==> src/rtl/vend_pkg.sv <==
// Shared types and encodings for the vending transaction controller.
package vend_pkg;

   localparam int unsigned CREDIT_W = 4;
   localparam int unsigned SUM_W    = CREDIT_W + 1;
   localparam int unsigned UNITS_W  = 3;

   typedef enum logic [2:0] {
      IDLE,
      COLLECT,
      DISPENSE,
      CHANGE,
      REFUND
   } state_t;

   localparam logic [1:0] COIN_25P  = 2'b00;
   localparam logic [1:0] COIN_50P  = 2'b01;
   localparam logic [1:0] COIN_1R   = 2'b10;
   localparam logic [1:0] COIN_NONE = 2'b11;

   localparam logic [1:0] SEL_NONE   = 2'b00;
   localparam logic [1:0] SEL_A      = 2'b01;
   localparam logic [1:0] SEL_B      = 2'b10;
   localparam logic [1:0] SEL_CANCEL = 2'b11;

   // Coin code to value in 25p units.
   function automatic logic [UNITS_W-1:0] coin_units(input logic [1:0] code);
      logic [UNITS_W-1:0] units;
      units = '0;
      case (code)
         COIN_25P: units = UNITS_W'(1);
         COIN_50P: units = UNITS_W'(2);
         COIN_1R:  units = UNITS_W'(4);
         default:  units = '0;
      endcase
      return units;
   endfunction

endpackage

==> src/rtl/vend_credit.sv <==
// Credit register: add with ceiling check, subtract price, decrement, reject flag.
module vend_credit
   import vend_pkg::*;
#(
   parameter int unsigned MAX_CREDIT = 8
) (
   input  logic                clock,
   input  logic                reset_n,
   input  logic                add_en,
   input  logic [UNITS_W-1:0]  add_val,
   input  logic                sub_en,
   input  logic [CREDIT_W-1:0] sub_val,
   input  logic                dec_en,
   input  logic                rej_force,
   output logic [CREDIT_W-1:0] credit,
   output logic                fits_c,
   output logic                coin_reject
);

   logic [SUM_W-1:0] sum_c;

   // One extra bit so the ceiling compare never sees a wrapped sum.
   assign sum_c  = SUM_W'(credit) + SUM_W'(add_val);
   assign fits_c = (sum_c <= SUM_W'(MAX_CREDIT));

   always_ff @(posedge clock or negedge reset_n) begin
      if (!reset_n) begin
         credit      <= '0;
         coin_reject <= 1'b0;
      end else begin
         coin_reject <= rej_force | (add_en & ~fits_c);
         if (add_en && fits_c) begin
            credit <= CREDIT_W'(sum_c);
         end else if (sub_en) begin
            credit <= credit - sub_val;
         end else if (dec_en) begin
            credit <= credit - CREDIT_W'(1);
         end
      end
   end

endmodule

==> src/rtl/vend_sequencer.sv <==
// Vending transaction controller: coin collection, selection, dispenser
// handshake, and change/refund paid out one 25p unit per cycle.
module vend_sequencer
   import vend_pkg::*;
#(
   parameter int unsigned PRICE_A    = 4,
   parameter int unsigned PRICE_B    = 3,
   parameter int unsigned MAX_CREDIT = 8,
   parameter int unsigned TIMEOUT    = 255
) (
   input  logic                clock,
   input  logic                reset_n,
   input  logic [1:0]          coin,
   input  logic [1:0]          sel,
   input  logic                disp_ack,
   output logic                disp_req,
   output logic                disp_item,
   output logic                chg_pulse,
   output logic [CREDIT_W-1:0] credit,
   output logic                coin_reject,
   output logic                insufficient,
   output logic                vend_done,
   output logic                busy
);

   localparam int unsigned TMO_W = $clog2(TIMEOUT + 1);

   state_t             state;
   logic [TMO_W-1:0]   tmo_cnt;

   logic                coin_vld_c;
   logic [UNITS_W-1:0]  coin_val_c;
   logic                sel_prod_c;
   logic [CREDIT_W-1:0] price_c;
   logic                afford_c;
   logic                fits_c;
   logic                add_en_c;
   logic                sub_en_c;
   logic                dec_en_c;
   logic                rej_force_c;

   assign coin_vld_c = (coin != COIN_NONE);
   assign coin_val_c = coin_units(coin);
   assign sel_prod_c = (sel != SEL_NONE) && (sel != SEL_CANCEL);
   assign price_c    = (sel == SEL_B) ? CREDIT_W'(PRICE_B) : CREDIT_W'(PRICE_A);
   assign afford_c   = (credit >= price_c);

   // Credit operations requested by the current state; a coin always wins over sel.
   always_comb begin
      add_en_c    = 1'b0;
      sub_en_c    = 1'b0;
      dec_en_c    = 1'b0;
      rej_force_c = 1'b0;
      case (state)
         IDLE, COLLECT: add_en_c    = coin_vld_c;
         default:       rej_force_c = coin_vld_c;
      endcase
      if (state == COLLECT && !coin_vld_c && sel_prod_c && afford_c) begin
         sub_en_c = 1'b1;
      end
      if ((state == CHANGE || state == REFUND) && credit != '0) begin
         dec_en_c = 1'b1;
      end
   end

   vend_credit #(
      .MAX_CREDIT (MAX_CREDIT)
   ) u_credit (
      .clock       (clock),
      .reset_n     (reset_n),
      .add_en      (add_en_c),
      .add_val     (coin_val_c),
      .sub_en      (sub_en_c),
      .sub_val     (price_c),
      .dec_en      (dec_en_c),
      .rej_force   (rej_force_c),
      .credit      (credit),
      .fits_c      (fits_c),
      .coin_reject (coin_reject)
   );

   always_ff @(posedge clock or negedge reset_n) begin
      if (!reset_n) begin
         state        <= IDLE;
         tmo_cnt      <= '0;
         disp_req     <= 1'b0;
         disp_item    <= 1'b0;
         chg_pulse    <= 1'b0;
         insufficient <= 1'b0;
         vend_done    <= 1'b0;
         busy         <= 1'b0;
      end else begin
         chg_pulse    <= dec_en_c;
         insufficient <= 1'b0;
         vend_done    <= 1'b0;
         case (state)
            IDLE: begin
               if (coin_vld_c && fits_c) begin
                  state   <= COLLECT;
                  tmo_cnt <= '0;
               end
            end
            COLLECT: begin
               if (coin_vld_c && fits_c) begin
                  tmo_cnt <= '0;
               end else if (!coin_vld_c && sel == SEL_CANCEL) begin
                  state   <= REFUND;
                  busy    <= 1'b1;
                  tmo_cnt <= '0;
               end else if (!coin_vld_c && sel_prod_c && afford_c) begin
                  state     <= DISPENSE;
                  busy      <= 1'b1;
                  disp_req  <= 1'b1;
                  disp_item <= (sel == SEL_B);
                  tmo_cnt   <= '0;
               end else begin
                  // Idle cycle, rejected coin or short-credit selection.
                  if (!coin_vld_c && sel_prod_c) begin
                     insufficient <= 1'b1;
                  end
                  if (tmo_cnt >= TMO_W'(TIMEOUT - 1)) begin
                     state   <= REFUND;
                     busy    <= 1'b1;
                     tmo_cnt <= '0;
                  end else begin
                     tmo_cnt <= tmo_cnt + TMO_W'(1);
                  end
               end
            end
            DISPENSE: begin
               if (disp_ack) begin
                  disp_req <= 1'b0;
                  state    <= CHANGE;
               end
            end
            CHANGE: begin
               if (credit == '0) begin
                  state     <= IDLE;
                  busy      <= 1'b0;
                  vend_done <= 1'b1;
               end
            end
            REFUND: begin
               if (credit == '0) begin
                  state <= IDLE;
                  busy  <= 1'b0;
               end
            end
            default: begin
               state <= IDLE;
               busy  <= 1'b0;
            end
         endcase
      end
   end

endmodule

==> config.mk <==
export PLATFORM = sky130hd
export DESIGN_NAME = vend_sequencer
export DESIGN_NICKNAME = d
export VERILOG_FILES = /design/src/rtl/vend_pkg.sv /design/src/rtl/vend_credit.sv /design/src/rtl/vend_sequencer.sv
export SDC_FILE = /design/constraint.sdc
export NUM_CORES = 1
export LEC_CHECK = 0
export CAP_MARGIN = 20
export CORE_MARGIN = 2
export CORE_UTILIZATION = 50
export DETAILED_ROUTE_END_ITERATION = 8
export GPL_ROUTABILITY_DRIVEN = 0
export PLACE_DENSITY = 0.72
export SLEW_MARGIN = 20
export SYNTH_ARGS = -nofsm -noshare
export SYNTH_HDL_FRONTEND = slang
export SYNTH_SLANG_ARGS = --single-unit
export TNS_END_PERCENT = 20
==> constraint.sdc <==
create_clock -name clock -period 3.1 [get_ports clock]
set_input_delay 0.62 -clock clock [delete_from_list [all_inputs] [get_ports clock]]
set_output_delay 0.62 -clock clock [all_outputs]
set_load 0.02 [all_outputs]
==> results.rst, run 1 <==
.. list-table::
   :header-rows: 1

   * - Metric
     - Value
   * - CTS clock-pin slew for the worst setup and hold paths
     - ~0.13 ns
   * - Die width
     - approximately 60 um
   * - Yosys Warn Count
     - 0
   * - Worst-case headroom to the max-slew limit
     - between 70 and 80%
   * - Maximum number of pins on one net before global-route repair
     - 23
   * - Longest individual stage delay on the worst path
     - around 0.54 ns
   * - Nets
     - approximately 220
   * - Starting utilization of the core area
     - 52.02%
   * - Cell Pwr Density
     - a little over 900 nW/um^2
   * - Launch point of the worst hold path
     - busy
   * - Detail-routed net length per standard cell
     - approximately 15 um
   * - Antenna violations before repair
     - 0
   * - Tightest Hold Check Type
     - reg2reg
   * - Average footprint of a synthesized cell
     - between 9 and 10 sq um
   * - Fraction of final layout cells sized beyond drive strength 1
     - between 10% and 20%
   * - Number of I/O port buffers
     - 17
   * - First-pass GRT wire length
     - 5927 um
   * - Height of the die
     - between 60 and 70 um
   * - Global Route met2 Usage
     - between 30 and 40%
   * - Final HPWL DP
     - around 2700 um
   * - Post-Place Cell Area
     - about 1900 sq um
   * - Sequential fraction of the synthesis area
     - between 30% and 40%
   * - Highest clock frequency the design can meet
     - approximately 0.33 GHz
   * - Clock tree sinks
     - 22
   * - Core area
     - 3028 sq um
   * - Fraction of post-synthesis cell area in the top cell type by area
     - 34.95%
   * - Rows
     - 20
   * - Clock buffer depth
     - 2
   * - Post-Synthesis Cell Area
     - 1575 sq um
   * - Library cell used as clock root buffer
     - sky130_fd_sc_hd__clkbuf_4
   * - Critical-path cell list
     - clkdlybuf4s50_1 -> nor2_1 -> ha_1 -> fa_1 -> or4b_4 -> o2111ai_2 -> or3b_4 -> nand4_1 -> nand3_1
   * - Vias/cell
     - between 5 and 6
   * - Most crowded layer after global routing
     - met2
   * - R2r startpoint
     - u_credit.credit[0]
   * - Outcome
     - complete, no violations
   * - GRT Residual Overflow
     - 0
   * - Clock tree from TritonCTS
     - done
   * - Buffers inserted during post-CTS setup optimization
     - 0
   * - Setup repair after global routing missed its margin
     - yes
   * - Hold violation total from the final report
     - 0
   * - IO Pins
     - 18
   * - # diodes
     - 0
   * - Die footprint
     - 3616 sq um
   * - DRC violation count after routing
     - 0
   * - Nature of the critical path startpoint
     - input pin
   * - # setup viols final
     - 0
   * - Commonest register cell after synthesis
     - sky130_fd_sc_hd__dfrtp_1
   * - Unique masters post-synth
     - 50
   * - Number of optimization iterations in the first detailed-route pass
     - 4
   * - Crit path max fanout
     - 10
   * - Static leakage
     - roughly 0.85 nW
   * - Peak VDD IR
     - around 0.4 mV
   * - Max Clock Skew
     - ~0.003 ns
   * - Synth-to-layout area growth
     - 25.26%
   * - Met3 Track Usage GR
     - under 10%
   * - Post-Route WL
     - ~3600 um
   * - Post-detailed-route count of antenna-violating nets
     - 0
   * - Library cell with the highest instance count after synthesis
     - sky130_fd_sc_hd__dfrtp_1
   * - Number of max-capacitance violations reported
     - 0
   * - Top cells by area, synth
     - sky130_fd_sc_hd__dfrtp_1 35%, sky130_fd_sc_hd__ha_1 8.7%, sky130_fd_sc_hd__nand3_1 6.7%, sky130_fd_sc_hd__nor2_1 3.1%, sky130_fd_sc_hd__fa_1 2.5%
   * - Layout Cell Area excl Fill
     - 1973 sq um
   * - Post-synthesis register bit count
     - 22
   * - Critical Path Source
     - coin[1]
   * - Via count of the first global-routing pass
     - ~1,400
   * - Final max-slew violation count
     - 0
   * - Ys async rst share
     - between 90% and 100%
   * - Worst Hold Margin
     - approximately 0.53 ns
   * - Count of mapped cells out of synthesis
     - ~160
   * - Library cell with the largest summed area after synthesis
     - sky130_fd_sc_hd__dfrtp_1
   * - # fillers
     - 270
   * - Number of nets produced by synthesis
     - 184
   * - Drt initial violations
     - 89
   * - Most instantiated cells after synthesis
     - 22 x sky130_fd_sc_hd__dfrtp_1, 21 x sky130_fd_sc_hd__nand3_1, 13 x sky130_fd_sc_hd__nor2_1
   * - Met1 layer usage reported by global route
     - 27.93%
   * - Critical path class
     - in2reg
   * - CTS H-tree lvls
     - 1
   * - Total Routing Usage GR
     - ~22%
   * - Required time reported for the critical path endpoint
     - 3.33 ns
   * - Count of placed standard cells including taps
     - between 200 and 250
   * - Period minus WS final
     - approximately 3 ns
   * - Slew of the pin with the lowest slew margin
     - a little over 0.4 ns
   * - Slowest-stage cell, CP
     - sky130_fd_sc_hd__or4b_4
   * - Via Count
     - about 1,400
   * - Worst-Skew Late Latency
     - around 0.33 ns
   * - Total clock buffers created by CTS
     - 3
   * - Post-Route Utilization
     - approximately two thirds
   * - Post-synth EDFFs
     - 0
   * - Critical path arrival
     - roughly 3.2 ns
   * - Sort of element at the end of the critical path
     - flip-flop
   * - Cell Count, Final, Fillers Out
     - around 240
   * - Share of the clock period used by the worst path after layout
     - between 90% and 100%
per-stage QoR:
stage	total power, W	TNS (ns)	setup WS [ns]
6_report	0.001793	0	0.1036
3_3_place_gp	0.001509	-2.904	-0.2795
2_1_floorplan	0.001191	0	0.3467
5_1_grt	0.001929	-0.02281	-0.01313
4_1_cts	0.001780	0	0.01287
3_5_place_dp	0.001541	-3.802	-0.3420
state kept, by name, indices dropped and copies added, names as in the netlist:
name,count
insufficient,1
chg_pulse,1
busy,1
u_credit.credit,4
u_credit.coin_reject,1
disp_req,1
vend_done,1
disp_item,1
state,3
tmo_cnt,8
report_power, final:
group | switching [W] | leakage (nW) | internal [W]
logic | 0.000544 | 0.541 | 0.000516
clock network | 0.0000995 | 0.0279 | 0.000131
registers | 0.000131 | 0.285 | 0.000373
total | 0.000774 | 0.854 | 0.00102
cell families (layout without fill, tap and decap cells):
kind of cell             count (synthesis)  in the layout  share of synthesized area (%)
XOR/XNOR                                 4              4                          2.224
AO/OA/AOI/OAI                           37             37                          18.90
adder cells (fa/ha/maj)                 13             13                          11.28
multiplexers                             2              2                          1.430
AND/OR/NAND/NOR                         71             71                          25.97
flip-flops                              22             22                          34.95
buffers and inverters                   15             49                          5.242
path summary, 6_finish.rpt:
path,endpoint,slack (ns),cells past startpoint
worst max register to register,tmo_cnt[5],0.44,7
max in group asynchronous,busy,2.25,2
worst min-delay path,busy,0.53,2
worst max-delay path,tmo_cnt[5],0.10,9
worst min register to register,busy,0.53,2
min in group asynchronous,disp_req,0.62,2
per-layer routing:
layer,vias to the layer above,part of all wire (%)
met5,-,0
met4,0,1.5
met3,5,3.0
met2,32,48
met1,670,47
li1,684,-
layout make-up:
type,instances,area (sq um),share of cell area (%)
clock buffers,3,22.52,1.141
clock inverters,1,30.03,1.522
inverters,8,30.03,1.522
multi-input cells,127,952.2,48.26
flip-flops and latches,22,550.5,27.90
well taps,44,55.05,2.790
repair buffers,37,332.8,16.87
repair_timing:
| item | CTS | global route |
|---|---|---|
| endpoints found under the hold margin | 0 | 0 |
| setup endpoints to repair | 0 | 10 |
| hold buffers | 0 | 0 |
| resized for setup | 0 | 2 |
critical path, delay by kind of cell:
family | cells | cell delay (ns)
AND/OR/NAND/NOR | 5 | 1.28
adder cells (fa/ha/maj) | 2 | 0.72
AO/OA/AOI/OAI | 1 | 0.09
buffers and inverters | 1 | 0.50
layout by cell type, fill, tap and decap left out, types with 2 or more instances in the layout:
master                             n
sky130_fd_sc_hd__xor2_1            2
sky130_fd_sc_hd__o41ai_1           3
sky130_fd_sc_hd__o21ai_0           4
sky130_fd_sc_hd__fa_1              2
sky130_fd_sc_hd__xnor2_1           2
sky130_fd_sc_hd__ha_1             11
sky130_fd_sc_hd__or2_2             2
sky130_fd_sc_hd__nand4_1           3
sky130_fd_sc_hd__inv_1             8
sky130_fd_sc_hd__nand4b_1          4
sky130_fd_sc_hd__nor3_1            3
sky130_fd_sc_hd__clkbuf_4          3
sky130_fd_sc_hd__nand3_1          21
sky130_fd_sc_hd__nor2b_1           4
sky130_fd_sc_hd__nand3b_1          2
sky130_fd_sc_hd__nand2_1           5
sky130_fd_sc_hd__o211ai_1          3
sky130_fd_sc_hd__clkdlybuf4s50_1  17
sky130_fd_sc_hd__a21oi_1           5
sky130_fd_sc_hd__and2_1            3
sky130_fd_sc_hd__dfrtp_1          22
sky130_fd_sc_hd__mux2_2            2
sky130_fd_sc_hd__buf_4            19
sky130_fd_sc_hd__o21ai_1           3
sky130_fd_sc_hd__o2bb2ai_1         2
sky130_fd_sc_hd__or3b_1            3
sky130_fd_sc_hd__nor2_1           13
No activity file was read; power rests on OpenSTA's default activity.
==> run 2: changes to the inputs <==
--- a/config.mk
+++ b/config.mk
@@ -11,6 +11,7 @@
 export DETAILED_ROUTE_END_ITERATION = 8
 export GPL_ROUTABILITY_DRIVEN = 0
 export PLACE_DENSITY = 0.72
+export REMOVE_ABC_BUFFERS = 1
 export SLEW_MARGIN = 20
 export SYNTH_ARGS = -nofsm -noshare
 export SYNTH_HDL_FRONTEND = slang
==> results.rst, run 2 (same netlist as run 1, synthesis figures left out) <==
.. list-table::
   :header-rows: 1

   * - Metric
     - Value
   * - Outcome
     - complete, no violations
   * - Number of I/O port buffers
     - 17 (unchanged)
   * - Slew of the pin with the lowest slew margin
     - 0.4389 ns (+0.03529 ns)
   * - Nets
     - 219 (unchanged)
   * - Setup ws final
     - 0.1093 ns (+0.005740 ns)
   * - Post-Route WL
     - 3591 um (+0.67%)
   * - Number of max-capacitance violations reported
     - 0 (unchanged)
   * - Die width
     - 60.13 um (unchanged)
   * - Worst-Skew Late Latency
     - 0.32 ns (about the same)
   * - Rows
     - 20 (unchanged)
   * - Registers with the highest flip-flop counts
     - tmo_cnt: 8 flops, u_credit.credit: 4 flops, state: 3 flops
   * - Static leakage
     - 0.8508 nW (-0.37%)
   * - Maximum number of pins on one net before global-route repair
     - 23 (unchanged)
   * - Library cell used as clock root buffer
     - sky130_fd_sc_hd__clkbuf_4
   * - Critical path class
     - in2reg
   * - Final HPWL DP
     - 2649 um (-0.71%)
   * - Core area
     - 3028 sq um (unchanged)
   * - Share of the clock period used by the worst path after layout
     - 96.47% (-0.19 points)
   * - Max Clock Skew
     - 0.002252 ns (-0.0007862 ns)
   * - DRC violation count after routing
     - 0 (unchanged)
   * - Max FFs per register
     - 8 (unchanged)
   * - Height of the die
     - 60.13 um (unchanged)
   * - Clock buffer depth
     - 2 (unchanged)
   * - CTS H-tree lvls
     - 1 (unchanged)
   * - IO Pins
     - 18 (unchanged)
   * - Crit path max fanout
     - 5 (-5)
   * - Final max-slew violation count
     - 0 (unchanged)
   * - # diodes
     - 0 (unchanged)
   * - Setup TNS after final layout
     - 0 ns (unchanged)
   * - Hold violation total from the final report
     - 0 (unchanged)
   * - Clock tree sinks
     - 22 (unchanged)
   * - Register with the highest flop count
     - tmo_cnt
   * - First-pass GRT wire length
     - 6141 um (+3.6%)
   * - Worst-case headroom to the max-slew limit
     - 70.74% (-2.4 points)
   * - Setup repair after global routing missed its margin
     - no
   * - Starting utilization of the core area
     - 52.02% (unchanged)
   * - Most used cells in the layout excluding fill and tap cells
     - 22 x sky130_fd_sc_hd__dfrtp_1, 21 x sky130_fd_sc_hd__nand3_1, 20 x sky130_fd_sc_hd__buf_4
   * - Post-detailed-route count of antenna-violating nets
     - 0 (unchanged)
   * - Synth-to-layout area growth
     - 24.54%
   * - Cell Pwr Density
     - 905.3 nW/um^2 (-0.40%)
   * - Worst Hold Margin
     - 0.5246 ns (-0.009390 ns)
   * - Tightest Hold Check Type
     - reg2reg
   * - CTS clock-pin slew for the worst setup and hold paths
     - 0.13 ns (about the same)
   * - Die footprint
     - 3616 sq um (unchanged)
   * - Total clock buffers created by CTS
     - 3 (unchanged)
   * - # setup viols final
     - 0 (unchanged)
   * - Total Routing Usage GR
     - 22.66% (+0.84 points)
   * - Antenna violations before repair
     - 0 (unchanged)
   * - Critical path arrival
     - 3.24 ns (+0.02 ns)
   * - Nature of the critical path startpoint
     - input pin
   * - Clock tree from TritonCTS
     - done
   * - Peak VDD IR
     - 0.3605 mV (-9.4%)
   * - Via count of the first global-routing pass
     - 1,364 (+0.96%)
   * - Number of optimization iterations in the first detailed-route pass
     - 4 (unchanged)
   * - Via Count
     - 1,434 (+3.1%)
   * - Required time reported for the critical path endpoint
     - 3.35 ns (+0.02 ns)
   * - Detail-routed net length per standard cell
     - 14.84 um (+0.67%)
   * - Vias/cell
     - 5.926 (+3.1%)
   * - Drt initial violations
     - 66 (-26%)
   * - Fraction of final layout cells sized beyond drive strength 1
     - 18.69% (+0.51 points)
   * - Worst-case setup slack after placement
     - -0.3485 ns (-0.006433 ns)
   * - # fillers
     - 265 (-1.9%)
   * - Period minus WS final
     - 2.991 ns (-0.005740 ns)
   * - GRT Residual Overflow
     - 0 (unchanged)
   * - Most common cell after layout, fill and taps aside
     - sky130_fd_sc_hd__dfrtp_1
   * - Highest clock frequency the design can meet
     - 0.3344 GHz (+0.19%)
   * - Sort of element at the end of the critical path
     - flip-flop
==> run 2: stage by stage <==
stage / total power [W] / std cells / utilization [%] / cell area (sq um)
final: 0.001776 / 242 / 64.79 / 1962
after global routing: 0.001931 / 242 / 64.79 / 1962
after CTS: 0.001752 / 241 / 64.17 / 1943
after detailed placement: 0.001521 / 237 / 62.44 / 1891
after global placement: 0.001479 / 237 / 62.44 / 1891
after floorplan: 0.001124 / 157 / - / 1523
==> run 2: layout make-up <==
cell class / instances / area [sq um] / area share, %
inverters: 8 / 30.03 / 1.531
multi-input cells: 127 / 953.4 / 48.60
clock inverters: 1 / 30.03 / 1.531
repair buffers: 37 / 320.3 / 16.33
flip-flops and latches: 22 / 550.5 / 28.06
well taps: 44 / 55.05 / 2.806
clock buffers: 3 / 22.52 / 1.148
==> run 2: critical path: stages <==
cell and delay (ns):
sky130_fd_sc_hd__clkdlybuf4s50_1 0.50, sky130_fd_sc_hd__nor2_1 0.06, sky130_fd_sc_hd__ha_1 0.20, sky130_fd_sc_hd__fa_1 0.51, sky130_fd_sc_hd__or4b_4 0.54, sky130_fd_sc_hd__o2111ai_2 0.09
sky130_fd_sc_hd__nand4b_1 0.15, sky130_fd_sc_hd__buf_4 0.18, sky130_fd_sc_hd__o211ai_1 0.21, sky130_fd_sc_hd__xor2_1 0.18
==> run 2: metal layers <==
metal,GRT usage (%),part of all wire (%),up-vias
met5,0,0,-
met4,8.571,1.6,0
met3,3.247,4.5,8
met2,35.87,48,45
met1,31.22,46,697
li1,-,-,684
==> run 2: path summary, 6_finish.rpt <==
kind	start	endpoint	slack, ns	cells past startpoint
max	coin[1]	u_credit.credit[3]	0.11	10
min	busy	busy	0.52	2
max reg2reg	u_credit.credit[0]	u_credit.credit[3]	0.45	8
min reg2reg	busy	busy	0.52	2
max in group asynchronous	reset_n	tmo_cnt[1]	2.24	2
min in group asynchronous	reset_n	vend_done	0.63	2
==> run 2: power by group <==
part | switching [W] | internal (W) | total (W)
combinational | 0.000546 | 0.000501 | 0.00105
sequential | 0.000130 | 0.000373 | 0.000502
clock | 0.0000966 | 0.000131 | 0.000227
==> run 2: timing repair <==
action                                  CTS  global route
hold buffers                              0             0
resized for setup                         0             3
buffers inserted                          0             1
endpoints found under the setup margin    0             9
==> run 3: changes to the inputs <==
--- a/config.mk
+++ b/config.mk
@@ -8,6 +8,7 @@
 export CAP_MARGIN = 20
 export CORE_MARGIN = 2
 export CORE_UTILIZATION = 50
+export CTS_CLUSTER_SIZE = 20
 export DETAILED_ROUTE_END_ITERATION = 8
 export GPL_ROUTABILITY_DRIVEN = 0
 export PLACE_DENSITY = 0.72
==> constraint.sdc (replaced) <==
create_clock -name clock -period 2.95 [get_ports clock]
set_input_delay 0.59 -clock clock [delete_from_list [all_inputs] [get_ports clock]]
set_output_delay 0.59 -clock clock [all_outputs]
set_load 0.02 [all_outputs]
==> results.rst, run 3 (same netlist as run 1, synthesis figures left out) <==
.. list-table::
   :header-rows: 1

   * - Metric
     - Value
   * - Fraction of final layout cells sized beyond drive strength 1
     - 24.02% (+5.3 points)
   * - First-pass GRT wire length
     - 6230 um (+1.4%)
   * - Sw Share
     - 43.43% (about the same)
   * - Cell depth of the worst flop-to-flop path
     - 10 (+2)
   * - Max Clock Skew
     - 0.002369 ns (+0.0001165 ns)
   * - Library cell used as clock root buffer
     - sky130_fd_sc_hd__clkbuf_4
   * - Final HPWL DP
     - 2664 um (+0.55%)
   * - Registers with the highest flip-flop counts
     - tmo_cnt: 8 flops, u_credit.credit: 4 flops, state: 3 flops
   * - Vias/cell
     - 5.823 (-1.7%)
   * - Worst-case headroom to the max-slew limit
     - 70.46% (-0.29 points)
   * - Total Routing Usage GR
     - 22.94% (+0.27 points)
   * - R2r startpoint
     - u_credit.credit[0]
   * - Setup ws final
     - 0.1229 ns (+0.01358 ns)
   * - Post-Place Cell Area
     - 1921 sq um (+1.6%)
   * - # setup viols final
     - 0 (unchanged)
   * - Required time reported for the critical path endpoint
     - 3.23 ns (-0.12 ns)
   * - Peak VDD IR
     - 0.5508 mV (+53%)
   * - Clock buffer depth
     - 2 (unchanged)
   * - IO Pins
     - 18 (unchanged)
   * - Via Count
     - 1,444 (+0.70%)
   * - Hold violation total from the final report
     - 0 (unchanged)
   * - Setup slack on the worst flop-to-flop path
     - 0.44 ns (about the same)
   * - Clock tree sinks
     - 22 (unchanged)
   * - Register with the highest flop count
     - tmo_cnt
   * - Crit path max fanout
     - 7 (+2)
   * - Launch point of the worst hold path
     - busy
   * - Nature of the critical path startpoint
     - input pin
   * - # diodes
     - 0 (unchanged)
   * - Hold Crit Endpoint
     - busy
   * - Min-Delay Path Depth
     - 2 (unchanged)
   * - Die footprint
     - 3616 sq um (unchanged)
   * - Tightest Hold Check Type
     - reg2reg
   * - Clock tree from TritonCTS
     - done
   * - Period minus WS final
     - about 2.8 ns
   * - Total clock buffers created by CTS
     - 3 (unchanged)
   * - Antenna violations before repair
     - 0 (unchanged)
   * - Starting utilization of the core area
     - 52.02% (unchanged)
   * - Rows
     - 20 (unchanged)
   * - DRC violation count after routing
     - 0 (unchanged)
   * - Final max-slew violation count
     - 0 (unchanged)
   * - Share of the clock period used by the worst path after layout
     - 95.83%
   * - Post-Route WL
     - 3808 um (+6.0%)
   * - Via count of the first global-routing pass
     - 1,366 (+0.15%)
   * - Terminus of the critical flop-to-flop path
     - tmo_cnt[6]
   * - Height of the die
     - 60.13 um (unchanged)
   * - Worst-Skew Late Latency
     - 0.33 ns (about the same)
   * - GRT Residual Overflow
     - 0 (unchanged)
   * - Worst Hold Margin
     - 0.5374 ns (+0.01279 ns)
   * - Net switching power figure
     - 0.0008667 W (+12%)
   * - Number of optimization iterations in the first detailed-route pass
     - 4 (unchanged)
   * - Internal power of the cells
     - 0.001129 W (+12%)
   * - CTS H-tree lvls
     - 1 (unchanged)
   * - Post-detailed-route count of antenna-violating nets
     - 0 (unchanged)
   * - Outcome
     - complete, no violations
   * - Most used cells in the layout excluding fill and tap cells
     - 22 x sky130_fd_sc_hd__dfrtp_1, 22 x sky130_fd_sc_hd__buf_4, 21 x sky130_fd_sc_hd__nand3_1
   * - CTS clock-pin slew for the worst setup and hold paths
     - 0.14 ns (about the same)
   * - Slew of the pin with the lowest slew margin
     - 0.4432 ns (+0.004284 ns)
   * - Reg power frac
     - 26.2% (-2.1 points)
   * - Number of max-capacitance violations reported
     - 0 (unchanged)
   * - Nets
     - 225 (+2.7%)
   * - Worst-case setup slack after placement
     - -0.4873 ns (-0.1388 ns)
   * - Critical path class
     - in2reg
   * - Static leakage
     - 0.8986 nW (+5.6%)
   * - Detail-routed net length per standard cell
     - 15.35 um (+3.5%)
   * - Synth-to-layout area growth
     - 30.66%
   * - Core area
     - 3028 sq um (unchanged)
   * - Highest clock frequency the design can meet
     - around 0.35 GHz
   * - Portion of total power attributed to the clock network
     - 12.3% (-0.5 points)
   * - Sort of element at the end of the critical path
     - flip-flop
   * - Hold buffers post-CTS
     - 0 (unchanged)
   * - Drt initial violations
     - 129 (+95%)
   * - Layout Cell Area excl Fill
     - 2058 sq um (+4.9%)
   * - Number of I/O port buffers
     - 17 (unchanged)
   * - Max FFs per register
     - 8 (unchanged)
   * - Critical path arrival
     - 3.10 ns (-0.14 ns)
   * - Die width
     - 60.13 um (unchanged)
   * - Maximum number of pins on one net before global-route repair
     - 23 (unchanged)
   * - Cell Pwr Density
     - 969.5 nW/um^2 (+7.1%)
   * - Part of the power in combinational logic
     - 61.5% (+2.6 points)
-- run 3: what timing repair did --
item                                    4_1_cts  5_1_grt
buffers inserted                              0        1
endpoints found under the setup margin        9       16
gates cloned                                  1        1
resized for setup                             2       14
pin swaps                                     0        6
-- run 3: power groups by stage --
stage | sequential [W] | combinational, W | clock (W)
after floorplan | 0.000569 | 0.000612 | 0
after global placement | 0.000517 | 0.00108 | 0
after detailed placement | 0.000526 | 0.00111 | 0
after CTS | 0.000518 | 0.00115 | 0.000249
after global routing | 0.000541 | 0.00134 | 0.000259
final | 0.000522 | 0.00123 | 0.000245
-- run 3: worst max path at each step --
stage               slack (ns)     from  cells after the start          to
floorplan                 0.09  coin[1]                      8  tmo_cnt[1]
global placement         -0.39  coin[1]                      9  tmo_cnt[2]
detailed placement       -0.49  coin[0]                      9  tmo_cnt[3]
CTS                       0.02   sel[1]                     10  tmo_cnt[4]
global route             -0.02   sel[1]                     10  tmo_cnt[6]
finish                    0.12   sel[1]                     10  tmo_cnt[6]
-- run 3: final cells by class --
type / count / area (sq um)
Fill cell: 253 / 969.7
Tap cell: 44 / 55.05
Clock inverter: 1 / 30.03
Sequential cell: 22 / 550.5
Inverter: 8 / 30.03
Clock buffer: 3 / 22.52
Timing Repair Buffer: 42 / 367.9
Multi-Input combinational cell: 128 / 1002
-- run 3: through the flow --
| step | setup TNS, ns | total power [W] | std cells | utilization [%] |
|---|---|---|---|---|
| 2_1_floorplan | 0 | 0.001181 | 157 | - |
| 3_3_place_gp | -4.863 | 0.001595 | 241 | 63.43 |
| 3_5_place_dp | -6.467 | 0.001637 | 241 | 63.43 |
| 4_1_cts | 0 | 0.001919 | 246 | 65.62 |
| 5_1_grt | -0.02344 | 0.002135 | 248 | 67.98 |
| 6_report | 0 | 0.001995 | 248 | 67.98 |
-- run 3: routing by layer --
layer / global-route usage, % / routed length [um] / vias up
met1: 29.84 / 1680 / 701
met4: 8.571 / 73 / 0
li1: - / - / 695
met2: 38.82 / 1898 / 41
met3: 2.597 / 156 / 7
met5: 0 / 0 / -
-- run 3: worst max-delay path, cell delays in order --
cell	delay (ns)
sky130_fd_sc_hd__clkdlybuf4s50_1	0.53
sky130_fd_sc_hd__ha_4	0.17
sky130_fd_sc_hd__ha_1	0.18
sky130_fd_sc_hd__fa_1	0.19
sky130_fd_sc_hd__a21bo_1	0.21
sky130_fd_sc_hd__a211o_2	0.40
sky130_fd_sc_hd__a221oi_4	0.41
sky130_fd_sc_hd__buf_2	0.22
sky130_fd_sc_hd__nand4_1	0.09
sky130_fd_sc_hd__nand3_1	0.09
